==> src/rtl/onewire_pkg.sv <==
// Shared constants, default timing and FSM state type for the GH18B20 1-Wire responder.
package onewire_pkg;

  localparam logic [7:0] CMD_SKIP_ROM = 8'hCC;
  localparam logic [7:0] CMD_CONVERT  = 8'h44;
  localparam logic [7:0] CMD_READ_SP  = 8'hBE;

  // Fixed scratchpad bytes 2..7: TH, TL, config (12-bit), reserved x3
  localparam logic [7:0] SpTh   = 8'h4B;
  localparam logic [7:0] SpTl   = 8'h46;
  localparam logic [7:0] SpCfg  = 8'h7F;
  localparam logic [7:0] SpRes0 = 8'hFF;
  localparam logic [7:0] SpRes1 = 8'h0C;
  localparam logic [7:0] SpRes2 = 8'h10;

  localparam logic [15:0] TempPor = 16'h0550;

  localparam int unsigned DefClkMhz    = 50;
  localparam int unsigned DefTRstlUs   = 480;
  localparam int unsigned DefTPdhUs    = 30;
  localparam int unsigned DefTPdlUs    = 120;
  localparam int unsigned DefTSampleUs = 30;
  localparam int unsigned DefTRdlUs    = 30;
  localparam int unsigned DefTConvUs   = 750000;

  typedef enum logic [2:0] {
    StIdle,
    StPresWait,
    StPresDrive,
    StRomRx,
    StFuncRx,
    StTx,
    StConvPoll
  } state_e;

  function automatic logic [7:0] sp_const(input logic [3:0] idx);
    logic [7:0] r;
    case (idx)
      4'd2:    r = SpTh;
      4'd3:    r = SpTl;
      4'd4:    r = SpCfg;
      4'd5:    r = SpRes0;
      4'd6:    r = SpRes1;
      4'd7:    r = SpRes2;
      default: r = 8'h00;
    endcase
    return r;
  endfunction

endpackage

==> src/rtl/onewire_crc8.sv <==
// Bit-serial Dallas CRC-8 (x^8+x^5+x^4+1), LSB-first, init 0x00.
module onewire_crc8 (
  input  logic       clk,
  input  logic       rst,
  input  logic       clr,
  input  logic       en,
  input  logic       bit_in,
  output logic [7:0] crc
);

  logic fb;
  assign fb = crc[0] ^ bit_in;

  // Reflected form of the polynomial is 0x8C; bit 7 is supplied by fb itself
  always_ff @(posedge clk) begin
    if (rst || clr) begin
      crc <= 8'h00;
    end else if (en) begin
      crc <= {fb, crc[7:1]} ^ (fb ? 8'h0C : 8'h00);
    end
  end

endmodule

==> src/rtl/gh18b20_slave.sv <==
// 1-Wire target emulating one GH18B20/DS18B20 sensor: presence, SKIP ROM, CONVERT T,
// READ SCRATCHPAD with CRC. Pad is built outside as dq = dq_oe ? 0 : z.
module gh18b20_slave
  import onewire_pkg::*;
#(
  parameter int unsigned CLK_MHZ     = DefClkMhz,
  parameter int unsigned T_RSTL_US   = DefTRstlUs,
  parameter int unsigned T_PDH_US    = DefTPdhUs,
  parameter int unsigned T_PDL_US    = DefTPdlUs,
  parameter int unsigned T_SAMPLE_US = DefTSampleUs,
  parameter int unsigned T_RDL_US    = DefTRdlUs,
  parameter int unsigned T_CONV_US   = DefTConvUs
) (
  input  logic        sys_clk,
  input  logic        sys_rst,
  input  logic        dq_i,
  input  logic [15:0] temp_in,
  output logic        dq_oe,
  output logic        conv_busy,
  output logic        cmd_strobe,
  output logic [7:0]  cmd_code
);

  localparam int unsigned DivW  = $clog2(CLK_MHZ + 1);
  localparam int unsigned ConvW = $clog2(T_CONV_US + 1);

  logic             dq_s1_q, dq_s2_q, dq_prev_q;
  logic             fall, rise, fall_v;
  logic [DivW-1:0]  div_q;
  logic             tick;
  logic [9:0]       us_q;
  logic [ConvW-1:0] conv_cnt_q;
  logic             conv_busy_q;
  logic [15:0]      temp_q;
  logic [7:0]       crc;

  state_e      state_q, state_d;
  logic        dq_oe_q, dq_oe_d;
  logic        slot_q, slot_d;
  logic        arm_q, arm_d;
  logic [2:0]  bit_cnt_q, bit_cnt_d;
  logic [3:0]  byte_cnt_q, byte_cnt_d;
  logic [7:0]  sr_q, sr_d;
  logic        strobe_q, strobe_d;
  logic [7:0]  code_q, code_d;
  logic        tmr_clr, conv_start, crc_clr, crc_en, crc_bit;
  logic [7:0]  rx_byte, sp_byte, tx_byte;

  always_ff @(posedge sys_clk) begin
    if (sys_rst) begin
      dq_s1_q   <= 1'b1;
      dq_s2_q   <= 1'b1;
      dq_prev_q <= 1'b1;
    end else begin
      dq_s1_q   <= dq_i;
      dq_s2_q   <= dq_s1_q;
      dq_prev_q <= dq_s2_q;
    end
  end

  assign fall   = dq_prev_q & ~dq_s2_q;
  assign rise   = ~dq_prev_q & dq_s2_q;
  // A fall while we pull the bus is our own echo
  assign fall_v = fall & ~dq_oe_q;

  assign tick = (div_q == DivW'(CLK_MHZ - 1));

  always_ff @(posedge sys_clk) begin
    if (sys_rst) begin
      div_q <= '0;
      us_q  <= '0;
    end else begin
      div_q <= tick ? '0 : div_q + 1'b1;
      if (fall_v || tmr_clr) begin
        us_q <= '0;
      end else if (tick && (us_q != 10'h3FF)) begin
        us_q <= us_q + 10'd1;
      end
    end
  end

  // Conversion timer ignores bus resets; only a new CONVERT restarts it
  always_ff @(posedge sys_clk) begin
    if (sys_rst) begin
      conv_busy_q <= 1'b0;
      conv_cnt_q  <= '0;
      temp_q      <= TempPor;
    end else if (conv_start) begin
      conv_busy_q <= 1'b1;
      conv_cnt_q  <= '0;
    end else if (conv_busy_q && tick) begin
      if (conv_cnt_q == ConvW'(T_CONV_US)) begin
        conv_busy_q <= 1'b0;
        temp_q      <= temp_in;
      end else begin
        conv_cnt_q <= conv_cnt_q + 1'b1;
      end
    end
  end

  onewire_crc8 u_crc (
    .clk    (sys_clk),
    .rst    (sys_rst),
    .clr    (crc_clr),
    .en     (crc_en),
    .bit_in (crc_bit),
    .crc    (crc)
  );

  // Next byte is fetched at its first bit so the CRC byte sees the final CRC value
  always_comb begin
    case (byte_cnt_q)
      4'd0:    sp_byte = temp_q[7:0];
      4'd1:    sp_byte = temp_q[15:8];
      4'd8:    sp_byte = crc;
      default: sp_byte = sp_const(byte_cnt_q);
    endcase
  end

  assign tx_byte = (bit_cnt_q == 3'd0) ? sp_byte : sr_q;
  assign rx_byte = {dq_s2_q, sr_q[7:1]};

  always_comb begin
    state_d    = state_q;
    dq_oe_d    = dq_oe_q;
    slot_d     = slot_q;
    arm_d      = arm_q;
    bit_cnt_d  = bit_cnt_q;
    byte_cnt_d = byte_cnt_q;
    sr_d       = sr_q;
    strobe_d   = 1'b0;
    code_d     = code_q;
    tmr_clr    = 1'b0;
    conv_start = 1'b0;
    crc_clr    = 1'b0;
    crc_en     = 1'b0;
    crc_bit    = 1'b0;

    if (dq_oe_q && (state_q != StPresDrive) && (us_q > 10'(T_RDL_US))) begin
      dq_oe_d = 1'b0;
    end
    if (!dq_s2_q && (us_q >= 10'(T_RSTL_US))) begin
      arm_d = 1'b1;
    end

    case (state_q)
      StPresWait: begin
        if (us_q > 10'(T_PDH_US)) begin
          state_d = StPresDrive;
          dq_oe_d = 1'b1;
          tmr_clr = 1'b1;
        end
      end
      StPresDrive: begin
        if (us_q > 10'(T_PDL_US)) begin
          state_d   = StRomRx;
          dq_oe_d   = 1'b0;
          bit_cnt_d = 3'd0;
          slot_d    = 1'b0;
        end
      end
      StRomRx, StFuncRx: begin
        if (fall_v) begin
          slot_d = 1'b1;
        end else if (slot_q && (us_q > 10'(T_SAMPLE_US))) begin
          slot_d    = 1'b0;
          sr_d      = rx_byte;
          bit_cnt_d = bit_cnt_q + 3'd1;
          if (bit_cnt_q == 3'd7) begin
            strobe_d = 1'b1;
            code_d   = rx_byte;
            if (state_q == StRomRx) begin
              state_d = (rx_byte == CMD_SKIP_ROM) ? StFuncRx : StIdle;
            end else if (rx_byte == CMD_CONVERT) begin
              conv_start = 1'b1;
              state_d    = StConvPoll;
            end else if (rx_byte == CMD_READ_SP) begin
              crc_clr    = 1'b1;
              byte_cnt_d = 4'd0;
              state_d    = StTx;
            end else begin
              state_d = StIdle;
            end
          end
        end
      end
      StTx: begin
        if (fall_v) begin
          crc_en    = (byte_cnt_q != 4'd8);
          crc_bit   = tx_byte[0];
          dq_oe_d   = ~tx_byte[0];
          sr_d      = {1'b0, tx_byte[7:1]};
          bit_cnt_d = bit_cnt_q + 3'd1;
          if (bit_cnt_q == 3'd7) begin
            byte_cnt_d = byte_cnt_q + 4'd1;
            if (byte_cnt_q == 4'd8) begin
              state_d = StIdle;
            end
          end
        end
      end
      StConvPoll: begin
        if (fall_v && conv_busy_q) begin
          dq_oe_d = 1'b1;
        end
      end
      default: ;
    endcase

    // Completed bus reset overrides whatever the current state was doing
    if (rise && arm_q) begin
      state_d    = StPresWait;
      arm_d      = 1'b0;
      tmr_clr    = 1'b1;
      dq_oe_d    = 1'b0;
      slot_d     = 1'b0;
      bit_cnt_d  = 3'd0;
      byte_cnt_d = 4'd0;
    end
  end

  always_ff @(posedge sys_clk) begin
    if (sys_rst) begin
      state_q    <= StIdle;
      dq_oe_q    <= 1'b0;
      slot_q     <= 1'b0;
      arm_q      <= 1'b0;
      bit_cnt_q  <= 3'd0;
      byte_cnt_q <= 4'd0;
      sr_q       <= 8'h00;
      strobe_q   <= 1'b0;
      code_q     <= 8'h00;
    end else begin
      state_q    <= state_d;
      dq_oe_q    <= dq_oe_d;
      slot_q     <= slot_d;
      arm_q      <= arm_d;
      bit_cnt_q  <= bit_cnt_d;
      byte_cnt_q <= byte_cnt_d;
      sr_q       <= sr_d;
      strobe_q   <= strobe_d;
      code_q     <= code_d;
    end
  end

  assign dq_oe      = dq_oe_q;
  assign conv_busy  = conv_busy_q;
  assign cmd_strobe = strobe_q;
  assign cmd_code   = code_q;

endmodule

==> config.mk <==
export PLATFORM = sky130hd
export DESIGN_NAME = gh18b20_slave
export DESIGN_NICKNAME = d
export VERILOG_FILES = /design/src/rtl/onewire_pkg.sv /design/src/rtl/onewire_crc8.sv /design/src/rtl/gh18b20_slave.sv
export SDC_FILE = /design/constraint.sdc
export NUM_CORES = 1
export LEC_CHECK = 0
export ABC_CLOCK_PERIOD_IN_PS = 3700
export BUFFER_PORTS_ARGS = -buffer_cell sky130_fd_sc_hd__clkbuf_2
export CAP_MARGIN = 5
export CORE_AREA = 4 4 130 132
export DETAILED_ROUTE_END_ITERATION = 7
export DIE_AREA = 0 0 134 136
export PLACE_DENSITY = 0.52
export SETUP_SLACK_MARGIN = 0.2
export SKIP_LAST_GASP = 1
export SLEW_MARGIN = 20
export SYNTH_ARGS = -nofsm -noshare
export SYNTH_HDL_FRONTEND = slang
export SYNTH_SLANG_ARGS = --single-unit
==> constraint.sdc <==
create_clock -name sys_clk -period 3.7 [get_ports sys_clk]
set_input_delay 0.555 -clock sys_clk [delete_from_list [all_inputs] [get_ports sys_clk]]
set_output_delay 0.555 -clock sys_clk [all_outputs]
set_load 0.005 [all_outputs]
Word level (Yosys, flattened, before mapping)
Index checks and enable logic that the tools add are counted.
{ "word_totals": {"reg_bits": 94, "inputBits": 19, "output_inout_bits": 11, "elab_cells": 190} }
{ "op_classes": {"n_addsub": 5, "n_lt_le_gt_ge": 3, "eq_ne": 43, "n_mux": 70, "bitwise_logic": 14, "n_reduce_logical": 36} }
{ "op_table": {"columns": ["cell", "n"], "rows": [
  ["$mux W3", 16],
  ["$pmux W8 S6", 1],
  ["$mux W4", 9],
  ["$mux W1", 33],
  ["$mux W8", 4],
  ["$ne A3 B3 Y1 const B", 9],
  ["$reduce_and A9 Y1", 3],
  ["$pmux W8 S3", 1],
  ["$ne A2 B2 Y1 const B", 11],
  ["$add A20 B1 Y20 const B", 1],
  ["$eq A20 B20 Y1 const B", 1],
  ["$eq A4 B3 Y1 const B", 4],
  ["$eq A8 B8 Y1 const B", 2],
  ["$pmux W8 S2", 1],
  ["$eq A3 B3 Y1 const B", 4],
  ["$pmux W3 S4", 1],
  ["$add A10 B1 Y10 const B", 1],
  ["$ge A10 B9 Y1 const B", 1],
  ["$gt A10 B5 Y1 const B", 1],
  ["$gt A10 B7 Y1 const B", 1],
  ["$ne A10 B10 Y1 const B", 1],
  ["$reduce_or A2 Y1", 5],
  ["$not A1 Y1", 9],
  ["$pmux W3 S3", 1],
  ["other kinds (32)", 50]
]} }

Depth between registers and ports, before layout
Gate-level depths: netlist of run 1.
{ "depth": {"ltp_word": 9, "mapped_depth": 10, "depth_no_buf": 8} }

By module
A second synthesis of run 1 with hierarchy kept.
{ "hier_totals": {"hier_cells": 599, "area_unflattened_um2": 5171.2} }
{ "modules_own_cells": {"columns": ["module", "n_inst", "cells_per_inst", "area_per_inst_um2", "seq_area_each_um2"], "rows": [
  ["gh18b20_slave", 1, 565, 4825.9, 1721.7],
  ["onewire_crc8", 1, 34, 345.3, 160.2]
]} }

Worst setup path before layout of run 1
OpenSTA, ideal clock, no wires.
{ "synth_timing": {"path_type": "reg2reg", "from": "register conv_cnt_q[0]", "to": "register temp_q[10]", "setup_time_ps": 120, "t_arrival_ps": 2168, "required_ps": 3580, "setup_slack_ps": 1413, "stages_incl_launch_ff": 9, "path_buffers": 1, "cell_sequence": "dfxtp_1 -> inv_1 -> ha_1 -> or4b_1 -> or4_4 -> nor3_2 -> nand3_1 -> buf_6 -> a211o_1"} }
{ "synth_between": {"elab_chain_len": 2} }
{ "synth_rtl": {"columns": ["element", "line_no", "source"], "rows": [
  ["start, declared", "gh18b20_slave.sv:32", "logic [ConvW-1:0] conv_cnt_q;"],
  ["start signal, assigned", "gh18b20_slave.sv:96", "conv_cnt_q <= conv_cnt_q + 1'b1;"],
  ["$eq A20 B20 Y1", "gh18b20_slave.sv:92", "if (conv_cnt_q == ConvW'(T_CONV_US)) begin"],
  ["$reduce_and A3 Y1 (no source line)", null, null],
  ["end signal, assigned", "gh18b20_slave.sv:87", "temp_q <= TempPor;"],
  ["end signal, assigned", "gh18b20_slave.sv:94", "temp_q <= temp_in;"],
  ["end, declared", "gh18b20_slave.sv:34", "logic [15:0] temp_q;"]
]} }
No other way between the ends.
A chain may end at the register's enable or synchronous reset.

Worst setup path after layout of run 1
{ "layout_timing": {"from": "register conv_cnt_q[0]", "to": "register conv_cnt_q[19]"} }
{ "layout_between": {"elab_chain_len": 3, "elab_cells_between_ends": 4, "classes_between": "add/sub: 1; eq/ne: 1; bitwise: 1; reduce/logical: 1"} }
{ "layout_rtl": {"columns": ["element"], "rows": [
  ["parallel branches: the longest is 3 deep, another holds $add A20 B1 Y20"]
]} }
Several ways; the timed one is not identified.

==> reports/results.tsv, run 1 <==
metric	value	unit
Clock Tree Root	clkbuf_16	
Pwr Density	398	mW/mm^2
syn avg cell area	8.37	um^2
Worst Tran Pin Value	967	ps
async set-reset flop share out of synthesis	0	%
Critical Path End Type	register	
Max Slew Vio Count	0	
Die Width	134	um
Reg area	0.00188	mm^2
clock input transition at the sequential cells of the worst setup and hold paths	70	ps
relative slew slack	35.1	%
CP Data Required Time	3910	ps
vias in the first global route	3899	
# IOs	30	
row cnt	46	
# diodes	0	
commonest non-fill, non-tap cell in the layout	nor2_1	
register area share after synthesis	40.3	%
RSZ-0062 raised after global routing	false	
syn_nets	590	
Min-Delay Path Class	input pin to register	
overall power	2.13	mW
RD Place Congestion	0.820	
H-tree depth	3	
die area	0.0182	mm^2
fin worst setup slack	800	ps
Overflow after GRT	0	
drt initial violations	265	
leak pwr	2.09	nW
VDD IR max	0.000268	V
number of setup violations in the final report	0	
Port-buffer cells	29	
CTS-repair resized insts	0	
status	finished, final reports clean	
hpwl dp	7700	um
# nets final	611	
Area Overhead vs Synth	14.9	%
Hold Vio Cnt, Final	0	
post-synth cell types	60	
Fill cells	1648	
setup TNS	0	ps
Final Cycle Share	78.4	%
Avg WL per Cell	13.3	um
largest net degree at the start of global routing	43	
CTS tree	done	
Setup crit start kind	register	
Detailed Routing Iterations Pass 1	5	
total core area	0.0157	mm^2
DR vias/cell	4.90	
Syn Std Cell Area	0.00467	mm^2
global-route usage over all layers	12.6	%
drc violations	0	
crit-path max FO	12	
total number of yosys warnings	0	
hold_buf cts	0	
initial antenna violation count	0	
placed insts	784	
Setup WS pre-CTS	852	ps
first-pass GRT wire length	18800	um
Post-synth EDFFs	0	
Detail Route Antenna Nets	0	
Tmin final	2900	ps
area of the multi-input gates	0.00260	mm^2
routed wire length	10700	um
Die H	136	um
ys flop type	dfxtp_1	
Initial Util	29.7	%
most frequent cells in the layout	nor2_1 (101), dfxtp_1 (94), nand2_1 (42), a21oi_1 (32), clkbuf_2 (29)	
via count	3917	
Worst EP arrival	3110	ps
clk sinks	94	
Non-Filler Instances	800	
clk_lat worst skew	350	ps
Mapped Cells	558	
total CTS buffers	9	
Max-Cap Viols	0	
synthesized flop and latch total	94	
Post-CTS Setup Repair Bufs	0	
clk buf depth	2	
Core Util, Final	34.1	%
share of cells above drive strength 1	10.3	%
Fmax	345	MHz
kind of critical path	register to register	
Clock Skew	9.92	ps
[worst max-delay path: stages, from the launching register on]
cell,delay (ps)
dfxtp_1,340
inv_1,110
ha_1,150
or4b_1,420
or4_4,500
o31ai_2,820
nor4_1,180
xnor2_1,180
nor2_1,50
[routing by layer]
| metal | track usage, % | part of all wire (%) | up-vias |
|---|---|---|---|
| met4 | 5.03 | 2.1 | 0 |
| met3 | 3.66 | 4.9 | 18 |
| met2 | 19.7 | 44 | 86 |
| met5 | 0 | 0 | - |
| met1 | 16.3 | 49 | 1822 |
| li1 | - | - | 1991 |
[flip-flops by register name, summed over array words and instances (netlist names), 4 cells and up]
| register | flops |
|---|---|
| conv_cnt_q | 20 |
| byte_cnt_q | 4 |
| div_q | 6 |
| us_q | 10 |
| cmd_code | 8 |
| u_crc.crc | 8 |
| temp_q | 16 |
| sr_q | 8 |
[synth_stat cells, drive strengths merged, types with 2 or more instances]
cell type  number  share of area [%]
nor2          101                8.1
dfxtp          94                 40
nand2          42                3.4
a21oi          32                3.4
mux2i          28                6.0
nand3          24                2.6
inv            23                1.8
clkbuf         21                1.7
xnor2          18                3.4
o21ai          15                1.6
xor2           15                2.8
ha             13                3.5
nor3           13                1.5
nand4           8                1.1
nor4            8                1.1
a211oi          7                1.1
a22oi           6               0.96
nand2b          6               0.80
or2             6               0.80
and3            5               0.67
nor2b           5               0.67
o211ai          5               0.80
a211o           4               0.75
nand3b          4               0.64
or4             4               0.72
a21o            3               0.48
and2            3               0.40
buf             3               0.56
o22ai           3               0.40
or3b            3               0.56
a21boi          2               0.32
a2bb2oi         2               0.38
a31oi           2               0.27
a32oi           2               0.38
mux2            2               0.48
nand4b          2               0.38
nor3b           2               0.32
o21a            2               0.32
o21bai          2               0.32
o31ai           2               0.43
or4b            2               0.43
xnor3           2               0.96
[stage by stage]
stage | cell area [um^2] | hold slack [ps]
2_1_floorplan | 4670 | 389
3_3_place_gp | 5020 | 399
3_5_place_dp | 5020 | 397
4_1_cts | 5370 | 381
5_1_grt | 5370 | 389
6_report | 5370 | 394
[power by group]
part / internal (mW) / switching [mW] / total, mW
sequential: 1.02 / 0.00385 / 1.02
clock: 0.662 / 0.412 / 1.07
combinational: 0.0146 / 0.0256 / 0.0402
[kinds of logic (layout without fill, tap and decap cells)]
group                      Yosys count  after routing  share of synthesized area, %
DFF                                 94             94                          40.3
adders and majority gates           13             13                          3.48
AOI/OAI and AO/OA                   98             98                          13.8
muxes                               30             30                          6.48
xor gates and xnor gates            35             35                          7.15
and+or+nand+nor                    241            241                          24.7
buffers and inverters               47             73                          4.10
[area by class of cell]
cell class              instances  share of cell area, %
repair buffers                 34                   3.40
clock inverters                 7                   2.29
well taps                     216                   5.04
clock buffers                   9                   4.20
flip-flops and latches         94                   35.1
multi-input cells             417                   48.4
inverters                      23                   1.61
[worst paths after layout]
kind | endpoint | from | depth (start not counted) | slack, ps
setup / recovery | conv_cnt_q[19] | conv_cnt_q[0] | 8 | 800
hold / removal | dq_s1_q | dq_i | 2 | 390
setup reg to reg | conv_cnt_q[19] | conv_cnt_q[0] | 8 | 800
hold reg to reg | dq_s2_q | dq_s1_q | 1 | 410
No activity file was read; power rests on OpenSTA's default activity.
==> run 2: changes to the inputs <==
--- a/config.mk
+++ b/config.mk
@@ -5,7 +5,7 @@
 export SDC_FILE = /design/constraint.sdc
 export NUM_CORES = 1
 export LEC_CHECK = 0
-export ABC_CLOCK_PERIOD_IN_PS = 3700
+export ABC_CLOCK_PERIOD_IN_PS = 2710
 export BUFFER_PORTS_ARGS = -buffer_cell sky130_fd_sc_hd__clkbuf_2
 export CAP_MARGIN = 5
 export CORE_AREA = 4 4 130 132
==> constraint.sdc (replaced) <==
create_clock -name sys_clk -period 2.71 [get_ports sys_clk]
set_input_delay 0.4065 -clock sys_clk [delete_from_list [all_inputs] [get_ports sys_clk]]
set_output_delay 0.4065 -clock sys_clk [all_outputs]
set_load 0.005 [all_outputs]
==> reports/results.tsv, run 2 (synthesized netlist as in run 1, its figures left out) <==
metric	value	unit
status	finished, final reports clean	
RSZ-0062 raised after global routing	false	
Hold Vio Cnt, Final	0	
initial antenna violation count	0	
Final Cycle Share	89.4	%
Die Width	134	um
# diodes	0	
area of the multi-input gates	0.00262	mm^2
kind of critical path	register to register	
Critical Path End Type	register	
CTS-repair resized insts	0	
Area Overhead vs Synth	16.8	%
# IOs	30	
most frequent cells in the layout	nor2_1 (101), dfxtp_1 (94), nand2_1 (42), a21oi_1 (32), clkbuf_2 (29)	
clk_lat worst skew	350	ps
Fill cells	1654	
hold depth	2	
FF-to-FF setup slack	290	ps
max reg flops	20	
Port-buffer cells	29	
worst hold path startpoint	dq_i	
Post-CTS Setup Repair Bufs	0	
Clock Skew	7.70	ps
relative slew slack	53.1	%
largest net degree at the start of global routing	21	
Pwr Density	493	mW/mm^2
global-route usage over all layers	12.4	%
reg2reg end	temp_q[10]	
Initial Util	29.7	%
Overflow after GRT	0	
hpwl dp	7950	um
hold_buf cts	0	
largest registers	conv_cnt_q: 20 flops, temp_q: 16 flops, us_q: 10 flops	
RD Place Congestion	0.827	
Setup crit start kind	register	
share of cells above drive strength 1	12.2	%
CTS tree	done	
Hold EP	dq_s1_q	
Detail Route Antenna Nets	0	
routed wire length	11000	um
Fmax	413	MHz
Detailed Routing Iterations Pass 1	4	
Worst Tran Pin Value	699	ps
clock input transition at the sequential cells of the worst setup and hold paths	70	ps
Min-Delay Path Class	input pin to register	
row cnt	46	
number of setup violations in the final report	0	
Reg2Reg Depth	8	
Max Slew Vio Count	0	
first-pass GRT wire length	18200	um
H-tree depth	3	
DR vias/cell	4.83	
clk sinks	94	
Avg WL per Cell	13.6	um
VDD IR max	0.000323	V
largest reg by FF count	conv_cnt_q	
leak pwr	2.18	nW
commonest non-fill, non-tap cell in the layout	nor2_1	
drt initial violations	262	
Tmin final	2420	ps
crit-path max FO	10	
Max-Cap Viols	0	
setup TNS	0	ps
Reg area	0.00188	mm^2
die area	0.0182	mm^2
Die H	136	um
vias in the first global route	3798	
CP Data Required Time	2950	ps
total core area	0.0157	mm^2
r2r startpoint	conv_cnt_q[0]	
# nets final	625	
Worst EP arrival	2660	ps
drc violations	0	
via count	3930	
overall power	2.69	mW
total CTS buffers	9	
clk buf depth	2	
Clock Tree Root	clkbuf_16	
## run 2: worst max-delay path: stages (launching register included)
cell and delay, ps:
dfxtp_1 340, inv_1 90, ha_1 140, or4b_1 420, or4_4 520, nor3_4 200, nand3_4 130, buf_12 200
a211o_1 280
## run 2: worst max path at each step
stage / end / from
floorplan: temp_q[10] / conv_cnt_q[0]
global placement: temp_q[8] / conv_cnt_q[0]
detailed placement: temp_q[10] / conv_cnt_q[0]
CTS: temp_q[10] / conv_cnt_q[0]
global route: temp_q[6] / conv_cnt_q[0]
finish: temp_q[10] / conv_cnt_q[0]
## run 2: layout make-up
class                           count  share of cell area, %
Timing Repair Buffer               48                   5.83
Clock buffer                       11                   4.27
Clock inverter                      5                  0.918
Tap cell                          216                   4.96
Inverter                           23                   1.58
Sequential cell                    94                   34.5
Multi-Input combinational cell    417                   47.9
## run 2: per-stage QoR
stage               instance area (um^2)  setup slack (ps)  cells  util, %  hold WS (ps)
finish                              5450               289    814     34.7           240
global route                        5450               174    814     34.7           235
CTS                                 5410               254    813     34.4           227
detailed placement                  5130               251    797     32.6           401
global placement                    5130               290    797     32.6           401
floorplan                           4670               423    558        -           389
## run 2: report_power, final
| part | internal (mW) | switching (mW) | total [mW] |
|---|---|---|---|
| clock | 0.709 | 0.527 | 1.24 |
| sequential | 1.39 | 0.00551 | 1.39 |
| combinational | 0.0238 | 0.0357 | 0.0595 |
## run 2: per-layer routing
metal | vias up | routed length (um) | track usage [%]
li1 | 2009 | - | -
met1 | 1860 | 5400 | 15.6
met2 | 47 | 5090 | 20.2
met3 | 14 | 327 | 3.03
met4 | 0 | 218 | 5.37
met5 | - | 0 | 0
